**src/rtl/impulse_frame_tx.sv**
```systemverilog
// impulse_frame_tx: emits framed bursts of WIDTH-bit signed ramp samples with a
// single marker sample at a programmable index, using a valid/ready handshake.
// Optional feature macro: IMPULSE_FRAME_TX_CONT_EN adds a 'cont' input. When it
// is high at the end of a frame's idle gap, the next frame starts immediately.
module impulse_frame_tx #(
   parameter int WIDTH     = 7,
   parameter int FRAME_LEN = 33,
   parameter int GAP_LEN   = 4,
   parameter int MARK_VAL  = 3
) (
   input  logic             clk,
   input  logic             rst,
   input  logic             start,
   input  logic [5:0]       mark_pos,
   input  logic [WIDTH-1:0] base_val,
   input  logic             ready,
`ifdef IMPULSE_FRAME_TX_CONT_EN
   input  logic             cont,
`endif
   output logic [WIDTH-1:0] data_out,
   output logic             valid,
   output logic             sof,
   output logic             eof,
   output logic             busy,
   output logic             done,
   output logic [7:0]       frame_cnt
);

   typedef enum logic [1:0] {
      ST_IDLE = 2'd0,
      ST_SEND = 2'd1,
      ST_GAP  = 2'd2
   } state_t;

   localparam logic [5:0]       LAST_IDX = 6'(FRAME_LEN - 1);
   localparam logic [3:0]       GAP_INIT = (GAP_LEN > 0) ? 4'(GAP_LEN - 1) : 4'd0;
   localparam logic [WIDTH-1:0] MARK_W   = WIDTH'(MARK_VAL);
   localparam bit               HAS_GAP  = (GAP_LEN > 0);

   // Sample at a given frame index: marker at the marker index, ramp elsewhere.
   // A marker index beyond the frame never matches, giving a pure ramp.
   function automatic logic [WIDTH-1:0] sample_at(input logic [5:0]       idx,
                                                  input logic [5:0]       mpos,
                                                  input logic [WIDTH-1:0] base);
      logic [WIDTH-1:0] res;
      if (idx == mpos) begin
         res = MARK_W;
      end else begin
         res = base + WIDTH'(idx);
      end
      return res;
   endfunction

   state_t           state_q;
   logic [5:0]       idx_q;
   logic [5:0]       mark_pos_q;
   logic [WIDTH-1:0] base_val_q;
   logic [3:0]       gap_cnt_q;
   logic [WIDTH-1:0] data_out_q;
   logic             valid_q;
   logic             sof_q;
   logic             eof_q;
   logic             busy_q;
   logic             done_q;
   logic [7:0]       frame_cnt_q;

   logic [5:0]       idx_d;
   logic [WIDTH-1:0] next_sample_d;
   logic [WIDTH-1:0] first_sample_d;
   logic [WIDTH-1:0] restart_sample_d;
   logic             cont_s;

`ifdef IMPULSE_FRAME_TX_CONT_EN
   assign cont_s = cont;
`else
   assign cont_s = 1'b0;
`endif

   // Next index and the candidate samples for advance, new start and restart.
   always_comb begin
      idx_d            = idx_q + 6'd1;
      next_sample_d    = sample_at(idx_d, mark_pos_q, base_val_q);
      first_sample_d   = sample_at(6'd0, mark_pos, base_val);
      restart_sample_d = sample_at(6'd0, mark_pos_q, base_val_q);
   end

   // Frame FSM with all outputs registered; reset aborts any frame silently.
   always_ff @(posedge clk) begin
      if (rst) begin
         state_q     <= ST_IDLE;
         idx_q       <= 6'd0;
         mark_pos_q  <= 6'd0;
         base_val_q  <= '0;
         gap_cnt_q   <= 4'd0;
         data_out_q  <= '0;
         valid_q     <= 1'b0;
         sof_q       <= 1'b0;
         eof_q       <= 1'b0;
         busy_q      <= 1'b0;
         done_q      <= 1'b0;
         frame_cnt_q <= 8'd0;
      end else begin
         done_q <= 1'b0;
         case (state_q)
            ST_IDLE: begin
               if (start) begin
                  mark_pos_q <= mark_pos;
                  base_val_q <= base_val;
                  idx_q      <= 6'd0;
                  data_out_q <= first_sample_d;
                  valid_q    <= 1'b1;
                  sof_q      <= 1'b1;
                  eof_q      <= (LAST_IDX == 6'd0);
                  busy_q     <= 1'b1;
                  state_q    <= ST_SEND;
               end else begin
                  state_q <= ST_IDLE;
               end
            end
            ST_SEND: begin
               // valid is always high here, so ready alone signals a transfer
               if (!ready) begin
                  state_q <= ST_SEND;
               end else if (idx_q != LAST_IDX) begin
                  idx_q      <= idx_d;
                  data_out_q <= next_sample_d;
                  sof_q      <= 1'b0;
                  eof_q      <= (idx_d == LAST_IDX);
               end else if (HAS_GAP) begin
                  data_out_q <= '0;
                  valid_q    <= 1'b0;
                  sof_q      <= 1'b0;
                  eof_q      <= 1'b0;
                  gap_cnt_q  <= GAP_INIT;
                  state_q    <= ST_GAP;
               end else if (cont_s) begin
                  idx_q       <= 6'd0;
                  data_out_q  <= restart_sample_d;
                  sof_q       <= 1'b1;
                  eof_q       <= (LAST_IDX == 6'd0);
                  done_q      <= 1'b1;
                  frame_cnt_q <= frame_cnt_q + 8'd1;
               end else begin
                  data_out_q  <= '0;
                  valid_q     <= 1'b0;
                  sof_q       <= 1'b0;
                  eof_q       <= 1'b0;
                  busy_q      <= 1'b0;
                  done_q      <= 1'b1;
                  frame_cnt_q <= frame_cnt_q + 8'd1;
                  state_q     <= ST_IDLE;
               end
            end
            ST_GAP: begin
               if (gap_cnt_q != 4'd0) begin
                  gap_cnt_q <= gap_cnt_q - 4'd1;
               end else if (cont_s) begin
                  idx_q       <= 6'd0;
                  data_out_q  <= restart_sample_d;
                  valid_q     <= 1'b1;
                  sof_q       <= 1'b1;
                  eof_q       <= (LAST_IDX == 6'd0);
                  done_q      <= 1'b1;
                  frame_cnt_q <= frame_cnt_q + 8'd1;
                  state_q     <= ST_SEND;
               end else begin
                  busy_q      <= 1'b0;
                  done_q      <= 1'b1;
                  frame_cnt_q <= frame_cnt_q + 8'd1;
                  state_q     <= ST_IDLE;
               end
            end
            default: begin
               state_q    <= ST_IDLE;
               data_out_q <= '0;
               valid_q    <= 1'b0;
               sof_q      <= 1'b0;
               eof_q      <= 1'b0;
               busy_q     <= 1'b0;
            end
         endcase
      end
   end

   assign data_out  = data_out_q;
   assign valid     = valid_q;
   assign sof       = sof_q;
   assign eof       = eof_q;
   assign busy      = busy_q;
   assign done      = done_q;
   assign frame_cnt = frame_cnt_q;

endmodule

```
**config.mk**
```make
export PLATFORM = sky130hd
export DESIGN_NAME = impulse_frame_tx
export DESIGN_NICKNAME = d
export VERILOG_FILES = /design/src/rtl/impulse_frame_tx.sv
export SDC_FILE = /design/constraint.sdc
export NUM_CORES = 1
export LEC_CHECK = 0
export BUFFER_PORTS_ARGS = -buffer_cell sky130_fd_sc_hd__buf_4
export CORE_ASPECT_RATIO = 1.2
export CORE_MARGIN = 10
export CORE_UTILIZATION = 55
export DETAILED_ROUTE_END_ITERATION = 10
export HOLD_SLACK_MARGIN = 0.1
export PLACE_DENSITY = 0.83
export SLEW_MARGIN = 20
export SYNTH_ARGS = -nofsm -noshare
export SYNTH_HDL_FRONTEND = slang
export SYNTH_SLANG_ARGS = --single-unit
```
**constraint.sdc**
```tcl
create_clock -name clk -period 3.4 [get_ports clk]
set_input_delay 0.17 -clock clk [delete_from_list [all_inputs] [get_ports clk]]
set_output_delay 0.17 -clock clk [all_outputs]
set_load 0.05 [all_outputs]
```
==> results of run 1 <==
layout make-up:
type                            count  area, sq um  area share
Clock buffer                        7        86.33     0.02960
Sequential cell                    45        900.9      0.3089
Tap cell                           58        72.57     0.02488
Timing Repair Buffer               37        277.8     0.09524
Clock inverter                      1        30.03     0.01030
Multi-Input combinational cell    235         1500      0.5144
Inverter                           13        48.80     0.01673
state kept, by name (all words and copies together), names as in the netlist:
signal      count
frame_cnt       8
base_val_q      7
data_out        7
idx_q           6
mark_pos_q      6
gap_cnt_q       4
state_q         2
busy            1
done            1
eof             1
sof             1
valid           1
metal layers:
metal,vias up,share of wire,track usage
li1,1129,-,-
met1,1067,0.43,0.1843
met2,57,0.50,0.2831
met3,15,0.050,0.04278
met4,0,0.026,0.07102
met5,-,0,0
path summary, 6_finish.rpt:
| check | start | to | slack (ns) | cells after the start |
|---|---|---|---|---|
| max reg2reg | idx_q[0] | data_out[6] | 0.74 | 8 |
| min | base_val[2] | base_val_q[2] | 0.13 | 3 |
| min reg2reg | mark_pos_q[5] | mark_pos_q[5] | 0.46 | 2 |
| max | idx_q[0] | data_out[6] | 0.74 | 8 |
through the flow:
stage	std cells	util	instance area [sq um]	hold WS, ns	setup slack, ns
2_1_floorplan	311	-	2562	0.3060	1.008
3_3_place_gp	388	0.6140	2800	0.4276	0.8711
3_5_place_dp	388	0.6140	2800	0.4385	0.7783
4_1_cts	396	0.6395	2917	0.1168	0.7422
5_1_grt	396	0.6395	2917	0.1172	0.5833
6_report	396	0.6395	2917	0.1259	0.7416
cell families (layout without fill, tap and decap cells):
group	Yosys count	after routing	share of synthesized area
flip-flops	45	45	0.3516
adder cells (fa/ha/maj)	12	12	0.06152
XOR/XNOR	22	22	0.08643
AND/OR/NAND/NOR	120	120	0.2388
AO/OA/AOI/OAI	81	81	0.1987
buffers and inverters	31	58	0.06298
Yosys cell counts (all sizes together), types with 2 or more instances:
master | n | share of area
buf | 14 | 0.038
nor2b | 2 | 0.0078
and2b | 2 | 0.0059
nand2 | 52 | 0.079
or4 | 3 | 0.0088
o21a | 3 | 0.0088
a311oi | 2 | 0.0068
and2 | 2 | 0.0049
a21o | 4 | 0.012
nand4 | 3 | 0.0073
o31a | 3 | 0.010
xnor2 | 12 | 0.044
nor2 | 22 | 0.034
a21oi | 42 | 0.082
o2bb2ai | 3 | 0.010
o21ai | 9 | 0.018
a22o | 5 | 0.017
dfxtp | 45 | 0.35
nor3 | 9 | 0.020
nand2b | 2 | 0.0049
xor2 | 9 | 0.034
and3 | 2 | 0.0049
nand3b | 3 | 0.0088
o31ai | 3 | 0.011
a2111oi | 2 | 0.0068
clkbuf | 4 | 0.0059
ha | 11 | 0.054
inv | 13 | 0.019
nand3 | 10 | 0.021
critical path: stages, from the launching register on:
cell,delay [ns]
dfxtp_1,0.52
ha_1,0.35
xor2_2,0.22
ha_1,0.32
nor2b_4,0.16
o31a_1,0.26
or4_1,0.41
o311a_1,0.15
o31ai_2,0.20
power breakdown:
group,internal [mW],total (mW),switching [mW]
clock network,0.240,0.413,0.174
logic,0.0949,0.261,0.166
registers,0.555,0.581,0.0259
total,0.889,1.26,0.366
==> results by stage, run 1 <==
Drt:
- The count of nets left with antenna violations once routing finished came out at 0.
- For this run, design rule violations remaining after detail routing come to 0.
- The pre-antenna-repair detailed-routing pass consisted of 4 iterations.
- The first-iteration detailed-routing DRC count is about 120.
- Summing over every cut layer, the via total after detailed routing is about 2300.
- The overall routed net length is around 6000 um.
- The average wire per cell in the routed design is roughly 15 um.
- Using the TritonRoute via totals, the vias-per-cell ratio works out to approximately 5.7.

STA:
- The number of endpoints with negative hold slack in the final report is 0.
- Timing would allow up to between 300 and 400 MHz.
- After layout, the minimum clock period comes to 2.658 ns.
- Of the available clock period, the critical path in the final layout requires 0.7819.
- The worst clock skew is approximately 0.0035 ns.
- The worst slew margin relative to its limit is 0.3657.
- The count of pins over their slew limit was 0.
- The setup total negative slack is 0 ns.
- For the pin with the worst max-slew slack, the measured transition is between 0.9 and 1 ns.
- Setup violations remaining at the end of the flow were counted as 0.
- Setup repair after global routing left no endpoint under its margin.

Clocking:
- The worst-case clock buffer depth is 2.
- The CTS tree is yes.
- Once the clock tree was built, the resizer swapped 0 gates to a different size.
- The CTS H-tree depth is 2.
- The clock latency reported for the late side of the worst-skew pair is around 0.30 ns.
- The cell chosen for the clock root is clkbuf_8.
- The clock sink total is 45.
- After clock tree synthesis, the clock-pin slew on the worst setup and hold paths is ~0.08 ns.
- The count of hold-fix buffers inserted at cts is 0.
- The total clock buffers created by CTS is 5.
- The number of buffers inserted by post-CTS setup repair is 0.

Status:
- The run finished with clean final reports.

Cells and area:
- The most frequent standard cell in the layout excluding fill and tap cells is nand2_1.
- Leaving out fill and tap cells, the most frequent cells in the layout are nand2_1, dfxtp_1, a21oi_1.
- After filler insertion, the fill cell instance count of the layout stands at about 420.
- The number of inserted diodes is 0.
- The final net count is roughly 370.
- The area overhead of the layout relative to synthesis is 13.82%.
- The fraction of final layout cells with drive strength greater than 1 is 0.1686.

Worst hold path:
- The min-delay analysis places its worst path in the category primary input to flip-flop.

Global routing:
- The combined global-route utilization of all metal layers is 0.1644.
- The maximum number of pins on one net before global-route repair is 46.
- The first global-routing pass estimated 10290 um of wire.
- For this run the aggregate overflow at the end of global routing stands at 0.
- The via count of the first global-routing pass was 2279.
- The number of antenna violations at the first check in global routing is 0.

Floorplan:
- The starting utilization of the core area is 0.5619.
- The width of the chip is 82.31 um.
- The floorplan step defined a core boundary enclosing roughly 4600 sq um.
- The number of core rows is 27.
- For this design the top-level I/O count stands at 37.
- The die outline area is 7801 sq um.
- In this run the vertical extent of the chip is 94.77 um.

Synthesis:
- Synthesis produced just over 300 cells.
- The synthesized design contains 0 enable-type register cells.
- The synthesized design contains 45 register bits.
- The total nets after synthesis is between 300 and 400.
- The number of library cell types mapped by synthesis is 55.
- The async set or reset register ratio after synthesis is 0.
- The sequential-to-total area share from yosys stat is 0.3516.
- After synthesis the cells add up to 2562 sq um.
- A synthesized cell averages around 8.2 sq um.
- The number of warnings issued by yosys is 0.
- The most used flip-flop cell after synthesis is dfxtp_1.

Flow run:
- The max-capacitance violation count is 0.

Pwr:
- The power density over the cells is about 430 nW/um^2.
- The cell leakage power is between 1 and 1.5 nW.
- The final total power is 1.255 mW.
- The worst-case IR drop observed on VDD is 0.0002729 V.

Place:
- At the end of routability-driven placement, the weighted congestion stood at just under 0.9.
- During placement, the flow inserted port buffers numbering 36.
- The post-DP HPWL is roughly 4500 um.

Worst setup path:
- The highest fanout seen on the critical path is 10.
- STA classifies the critical path endpoint as a flip-flop.
- For the worst setup path, the data arrival time is 2.88 ns.
- STA classifies the critical path startpoint as a flip-flop.
- At the worst endpoint, the required time is around 3.6 ns.
- The critical path is of the flip-flop to flip-flop type.
Power figures use the tool's default switching activity.
==> run 2, diff against run 1 <==
--- a/config.mk
+++ b/config.mk
@@ -8,10 +8,10 @@
 export BUFFER_PORTS_ARGS = -buffer_cell sky130_fd_sc_hd__buf_4
 export CORE_ASPECT_RATIO = 1.2
 export CORE_MARGIN = 10
-export CORE_UTILIZATION = 55
+export CORE_UTILIZATION = 51
 export DETAILED_ROUTE_END_ITERATION = 10
 export HOLD_SLACK_MARGIN = 0.1
-export PLACE_DENSITY = 0.83
+export PLACE_DENSITY = 0.81
 export SLEW_MARGIN = 20
 export SYNTH_ARGS = -nofsm -noshare
 export SYNTH_HDL_FRONTEND = slang
==> constraint.sdc (replaced) <==
create_clock -name clk -period 2.4 [get_ports clk]
set_input_delay 0.12 -clock clk [delete_from_list [all_inputs] [get_ports clk]]
set_output_delay 0.12 -clock clk [all_outputs]
set_load 0.05 [all_outputs]
==> run 2 against run 1 <==
  * Maximum frequency rose by 17%
  * Sequential share of layout area fell by 2.1 points
  * Hold slack improved by 0.11 ns
  * Cell area rose by 7.7%
  * Global-route usage fell by 1.4 points
  * Count of clock-buffer cells in the layout did not move
  * Non-clock buffer count rose by 25
  * Via count rose by 3.6%
  * Die area rose by 6.0%
  * Critical endpoint unchanged
==> results by stage, run 2 (synthesis gave the netlist of run 1 again) <==
STA:
- Derived from the worst setup path, the maximum achievable clock frequency is 440.7 MHz.
- The transition time at the pin with the least slew margin is between 0.6 and 0.7 ns.
- The setup total negative slack is 0 ns.
- The count of pins over their slew limit came to 0.
- Setup violations remaining at the end of the flow were counted as 0.
- Clock skew on the completed layout was measured at approximately 0.0048 ns.
- Setup repair after global routing left no endpoint under its margin.
- The clock period could shrink to about 2.3 ns.
- The number of endpoints with negative hold slack in the final report came to 0.
- Of the available clock period, the critical path in the final layout requires 0.9454.
- In this run the tightest slew margin relative to its limit is 0.5484.

Cells and area:
- At the end of the flow, the number of nets in the layout was between 300 and 400.
- In the layout the commonest cells are nand2_1, buf_4, dfxtp_1.
- The number of fill cells is approximately 420.
- The final cell count without fillers is 423.
- The number of antenna diodes in the final layout is 0.
- The fraction of final layout cells with drive strength greater than 1 is 0.2066.
- Relative to the synthesized area, the layout overhead comes to 22.61%.
- Measured on the finished design, the core utilization comes to 0.6406.
- The post-route standard cell area excluding fillers is between 3000 and 4000 sq um.
- The flip-flop count of the largest register, all copies and words added is 8.
- The most frequent standard cell in the layout excluding fill and tap cells is nand2_1.

Pwr:
- The switching portion of total power is 0.3046.
- The share of total power dissipated in sequential elements is 0.474.
- The share of total power dissipated in combinational logic is 0.231.
- The worst ir drop on vdd is 0.0003607 V.
- The cell leakage power is ~1.3 nW.
- The reported net switching power is about 530 uW.
- The final total power is between 1.5 and 2 mW.
- Power spread over the standard cell area amounts to 550.5 nW/um^2.
- The clock share of power is 0.295.
- The internal portion of total power is about 1.2 mW.

Worst setup path:
- The family with the most delay on the worst path is compound AO/OA/AOI/OAI gates.
- The startpoint identified for the worst register-to-register timing path is idx_q[0].
- The endpoint identified for the worst register-to-register timing path is data_out[6].
- The highest fanout seen on the critical path is 5.
- The start-to-end type of the worst setup path is flip-flop to flip-flop.
- The cell with the most instances on the worst path is inv_1.
- The endpoint class of the critical path is a flip-flop.
- For the worst setup path, the data required time is 2.62 ns.
- At the worst endpoint, the arrival time is approximately 2.5 ns.
- The number of cells on the worst reg-to-reg path is 9.
- The worst setup path is launched from a flip-flop.
- The critical path runs through a total of 9 cells.
- Counting both buffers and inverters, the worst setup path holds a total of 2.
- In this run the register-to-register setup slack is 0.13 ns.
- The critical path starts at idx_q[0].
- In this design, the stage delay of the slowest critical-path cell is ~0.40 ns.
- The most critical setup path has its endpoint at data_out[6].
- Among all stages on the critical path, the largest delay is contributed by or4_1.
- The signal on the critical path passes through inv_1 -> ha_1 -> inv_1 -> fa_1 -> nor2b_4 -> o31a_1 -> or4_1 -> o311a_1 -> o31ai_2.

Drt:
- The final layout contains routed wiring with a total length of roughly 6300 um.
- The overall via count from detail_route is 2350.
- Once detail routing completed, the nets flagged for antenna violations numbered 0.
- The average wire per cell in the routed design is around 15 um.
- The detailed router finished its first iteration with 130 violations.
- The detailed-routing iteration count for the pre-antenna-repair pass is 4.
- Dividing the detail-routed via count by the number of cells gives roughly 5.6.
- After detailed routing, the number of remaining DRC violations is 0.

Clocking:
- The H-tree generated during clock tree synthesis spans 2 levels.
- No sink is reached through more buffers than the 2 on the longest clock path.
- The clock latency reported for the late side of the worst-skew pair is 0.30 ns.
- The number of clock buffers added by TritonCTS is 5.
- The cell chosen for the clock root is clkbuf_8.
- The clock transition at the registers of the reported paths is around 0.080 ns.
- The number of buffers inserted by post-CTS setup repair is 0.
- The clock sink total is 45.
- TritonCTS built the clock tree.

Global routing:
- met2 is the most crowded layer.
- The total grt overflow is 0.
- The via count of the first global-routing pass is 2327.
- The maximum number of pins on one net before global-route repair is 46.
- The met1 demand-to-capacity share in global routing is 0.1700.
- The number of antenna violations at the first check in global routing is 0.
- The met3 demand-to-capacity share in global routing is 0.04530.
- The global-route wire length before repair is around 11000 um.
- Across every metal layer, demand over resource in global routing totals 0.1502.
- For this run, global-route usage on met2 was measured as 0.2507.

Floorplan:
- The floorplan has 28 rows.
- 37 I/O pins were placed.
- The height of the die is between 90 and 100 um.
- The die outline area is just over 8000 sq um.
- The placeable core region is roughly 4900 sq um.
- The starting utilization of the core area is 0.5224.
- Measured along the x axis, the die boundary spans 84.71 um.

Place:
- Routability-driven placement finished with a final weighted congestion of about 0.92.
- The instance area at placement is slightly below 3000 sq um.
- The post-DP HPWL is 4539 um.
- The placed instance count is approximately 400.
- The count of buffers inserted at the top-level ports is 36.

Status:
- The run finished with clean final reports.

Flow run:
- The tool flagged a number of max-cap violations equal to 0.

Worst hold path:
- The path type of the worst min-delay path is primary input to flip-flop.
[run 2: cell count changes in the layout (fill, tap and decap cells not counted), moves of 2 or more]
| cell | previous run | this run |
|---|---|---|
| dfxtp_1 | 45 | 43 |
| dfxtp_2 | 0 | 2 |
| dlygate4sd3_1 | 0 | 13 |
| buf_4 | 37 | 49 |
[run 2: worst min path at each step]
stage                     start       endpoint  slack (ns)  depth (start not counted)
finish                      rst   frame_cnt[3]        0.24                          2
global route                rst   frame_cnt[7]        0.26                          2
CTS                       ready     state_q[0]        0.24                          4
detailed placement  mark_pos[1]  mark_pos_q[1]        0.39                          3
global placement    mark_pos[3]  mark_pos_q[3]        0.38                          3
floorplan           mark_pos[5]  mark_pos_q[5]        0.26                          2
[run 2: through the flow]
step / hold WS (ns) / worst slack, ns
after floorplan: 0.2560 / 0.007784
after global placement: 0.3762 / 0.1236
after detailed placement: 0.3867 / 0.07798
after CTS: 0.2384 / 0.06677
after global routing: 0.2600 / 0.01533
final: 0.2392 / 0.1310
[run 2: layer usage]
metal,share of wire,wire length (um)
met1,0.42,2639
met2,0.49,3066
met3,0.069,433
met4,0.024,153
met5,0,0
[run 2: worst reg2reg max path: cells and delay by family (launching register included)]
family	cells	cell delay [ns]
and+or+nand+nor	2	0.46
AOI/OAI and AO/OA	3	0.61
adders and majority gates	2	0.59
DFF	1	0.36
buffers and inverters	2	0.17
[run 2: layout make-up]
| type | instances | area [sq um] | share of cell area |
|---|---|---|---|
| multi-input cells | 235 | 1515 | 0.4823 |
| repair buffers | 62 | 498.0 | 0.1585 |
| flip-flops and latches | 45 | 903.4 | 0.2875 |
| clock inverters | 1 | 5.005 | 0.001593 |
| well taps | 60 | 75.07 | 0.02389 |
| inverters | 13 | 48.80 | 0.01553 |
| clock buffers | 7 | 96.34 | 0.03067 |
[run 2: power by group through the flow]
| stage | sequential (mW) | combinational (mW) | clock [mW] |
|---|---|---|---|
| floorplan | 0.886 | 0.224 | 0 |
| global placement | 0.836 | 0.374 | 0 |
| detailed placement | 0.837 | 0.378 | 0 |
| CTS | 0.820 | 0.398 | 0.526 |
| global route | 0.826 | 0.436 | 0.558 |
| finish | 0.821 | 0.399 | 0.510 |
[run 2: repair_timing]
item | CTS | global route
gates resized for setup | 0 | 5
hold buffers | 13 | 0
endpoints found under the setup margin | 0 | 2
hold endpoints to repair | 13 | 0
==> run 3, diff against run 2 <==
==> constraint.sdc (replaced) <==
create_clock -name clk -period 2.4 [get_ports clk]
set_input_delay 0.36 -clock clk [delete_from_list [all_inputs] [get_ports clk]]
set_output_delay 0.36 -clock clk [all_outputs]
set_load 0.05 [all_outputs]
==> run 3 against run 2 <==
  * Sequential cell count did not move
  * Largest cell class unchanged
  * First-iteration DRC count fell by 37%
  * Critical path type unchanged
  * Die area did not move
  * Sequential power barely moved
  * Via count fell by 2.6%
  * Maximum frequency fell by 0.85%
  * Final cell count fell by 2.8%
  * Combinational power fell by 4%
==> results by stage, run 3 (synthesis gave the netlist of run 1 again) <==
Status:
- The flow ran to the end, and the final reports show no timing, DRC or antenna violations.

Cells and area:
- The final cell count without fillers is about 400.
- The number of inserted diodes is 0.
- In the layout the commonest cells are nand2_1, buf_4, dfxtp_1.
- The area overhead of the layout relative to synthesis is 17.82%.
- The flip-flop count of the largest register, all copies and words added is 8.
- In the final design database the tool counted 380 nets.
- The filler cells instantiated in the layout total 463.
- Of the cells placed in the final design, the portion with a size suffix greater than 1 is 0.2137.

STA:
- Static timing analysis puts the maximum clock frequency at between 400 and 500 MHz.
- The number of endpoints with negative hold slack in the final report is 0.
- Setup violations remaining at the end of the flow were counted as 0.
- The smallest hold slack is 0.3109 ns.
- The fraction of the cycle the final worst path needs is 0.9535.
- The worst slew margin relative to its limit is 0.6170.
- The minimum clock period is 2.289 ns.
- The transition time at the pin with the least slew margin is between 0.5 and 0.6 ns.
- The count of pins over their slew limit is 0.
- The setup total negative slack is 0 ns.
- The clock arrives with 0.01056 ns of skew.

Worst hold path:
- The number of stages on the worst hold path is 3.
- The source of the worst hold timing path is base_val[3].
- The min-delay analysis places its worst path in the category primary input to flip-flop.
- For hold timing, the worst endpoint is base_val_q[3].

Worst setup path:
- In this run the worst path has a maximum fanout of 5.
- The worst setup path is captured at a flip-flop.
- Measured in cells, the most critical reg-to-reg path has a length of 9.
- STA puts the critical path data arrival time at 2.51 ns.
- The start-to-end type of the worst setup path is flip-flop to flip-flop.
- The critical register-to-register path endpoint is data_out[6].
- The kind of launch point of the worst setup path is a flip-flop.
- In this run the critical register-to-register path is launched from idx_q[0].
- In this run the register-to-register setup slack is between 0.1 and 0.15 ns.
- For the worst setup path, the data required time is ~2.6 ns.

Clocking:
- TritonCTS built the clock tree.
- At the later pin of the worst-skew pair, clock insertion delay measures around 0.30 ns.
- The H-tree was split into 2 levels.
- The cell chosen for the clock root is clkbuf_8.
- The clock sink total is 45.
- The clock transition at the registers of the reported paths is ~0.08 ns.
- In this run, CTS created clock tree buffers numbering 5.
- Hold repair after CTS inserted 0 buffers.
- In this run the deepest clock path goes through 2 buffers.

Floorplan:
- During I/O placement, the number of pins put on the boundary was 37.
- The die outline area is slightly above 8000 sq um.
- The width of the chip is approximately 85 um.
- For this configuration, the core starts out at a cell density of 0.5224.
- From bottom edge to top edge, the die measures 97.65 um.
- The number of core rows is 28.
- The core region is 4905 sq um.

Global routing:
- The via count of the first global-routing pass was around 2200.
- The total overflow left after global routing is 0.
- The first global-routing pass estimated 10160 um of wire.
- In the global route stage, overall resource usage came out at 0.1455.
- Entering global routing, the biggest net connects 46 pins.
- The number of antenna violations at the first check in global routing is 0.

Place:
- Counting tap cells, the placed design contains a total of between 400 and 500 instances.
- Routability-driven placement finished with a final weighted congestion of around 0.9.
- The count of buffers inserted at the top-level ports is 36.
- The post-DP HPWL is ~4500 um.

Drt:
- The average wire per cell in the routed design is between 10 and 15 um.
- The count of nets left with antenna violations once routing finished came out at 0.
- The detailed-routing iteration count for the pre-antenna-repair pass is 4.
- For this block, the routed nets add up to between 6000 and 7000 um of wire.
- For this block, the initial DRC count from the detailed router was between 80 and 90.
- The detailed router placed about 2300 vias in this run.
- The remaining design rule violation count is 0.
- The via density per instance is around 5.6.

Flow run:
- The tool flagged a number of max-cap violations equal to 0.

Pwr:
- The power density over the cells is 553.2 nW/um^2.
- For this design the static power due to leakage is 1.239 nW.
- The final total power is around 1.7 mW.
- VDD sags by at most around 0.00038 V.
## run 3: per-layer routing
| layer | up-vias | share of wire | routed length [um] | GRT usage |
|---|---|---|---|---|
| met4 | 0 | 0.018 | 113 | 0.05838 |
| li1 | 1151 | - | - | - |
| met3 | 8 | 0.059 | 366 | 0.04530 |
| met1 | 1078 | 0.43 | 2658 | 0.1683 |
| met5 | - | 0 | 0 | 0 |
| met2 | 51 | 0.49 | 3018 | 0.2408 |
## run 3: area by class of cell
| type | instances | area [sq um] | area share |
|---|---|---|---|
| flip-flops and latches | 45 | 903.4 | 0.2992 |
| inverters | 13 | 48.80 | 0.01616 |
| repair buffers | 51 | 382.9 | 0.1268 |
| well taps | 60 | 75.07 | 0.02487 |
| clock buffers | 7 | 86.33 | 0.02860 |
| multi-input cells | 235 | 1523 | 0.5044 |
## run 3: timing repair
item                                    CTS  global route
gates resized for setup                   0             6
endpoints found under the setup margin    0             1
buffers inserted                          0             1
## run 3: metrics by stage
step | setup WS (ns) | instance area (sq um) | utilization
floorplan | 0.007784 | 2562 | -
global placement | 0.1240 | 2900 | 0.5913
detailed placement | 0.05215 | 2900 | 0.5913
CTS | 0.04191 | 2987 | 0.6089
global route | -0.01603 | 3019 | 0.6156
finish | 0.1115 | 3019 | 0.6156
## run 3: worst max path at each step
stage,startpoint,endpoint,slack [ns],cells past startpoint
3_5_place_dp,idx_q[0],data_out[6],0.05,9
6_report,idx_q[0],data_out[6],0.11,9
2_1_floorplan,idx_q[1],data_out[6],0.008,8
3_3_place_gp,idx_q[0],data_out[6],0.12,9
5_1_grt,idx_q[0],data_out[6],-0.02,9
4_1_cts,idx_q[0],data_out[6],0.04,9
## run 3: critical path, cell delays in order (launching register included)
cell and delay [ns]:
dfxtp_2 0.39, inv_1 0.08, ha_1 0.34, inv_1 0.11
fa_2 0.24, nor2b_4 0.05, o31a_1 0.27, or4_1 0.40
o311a_1 0.14, o31ai_2 0.20
## run 3: power breakdown
group / switching (mW) / leakage [nW] / total, mW / internal [mW]
logic: 0.240 / 0.827 / 0.385 / 0.145
clock network: 0.236 / 0.0443 / 0.464 / 0.228
registers: 0.0350 / 0.368 / 0.821 / 0.786
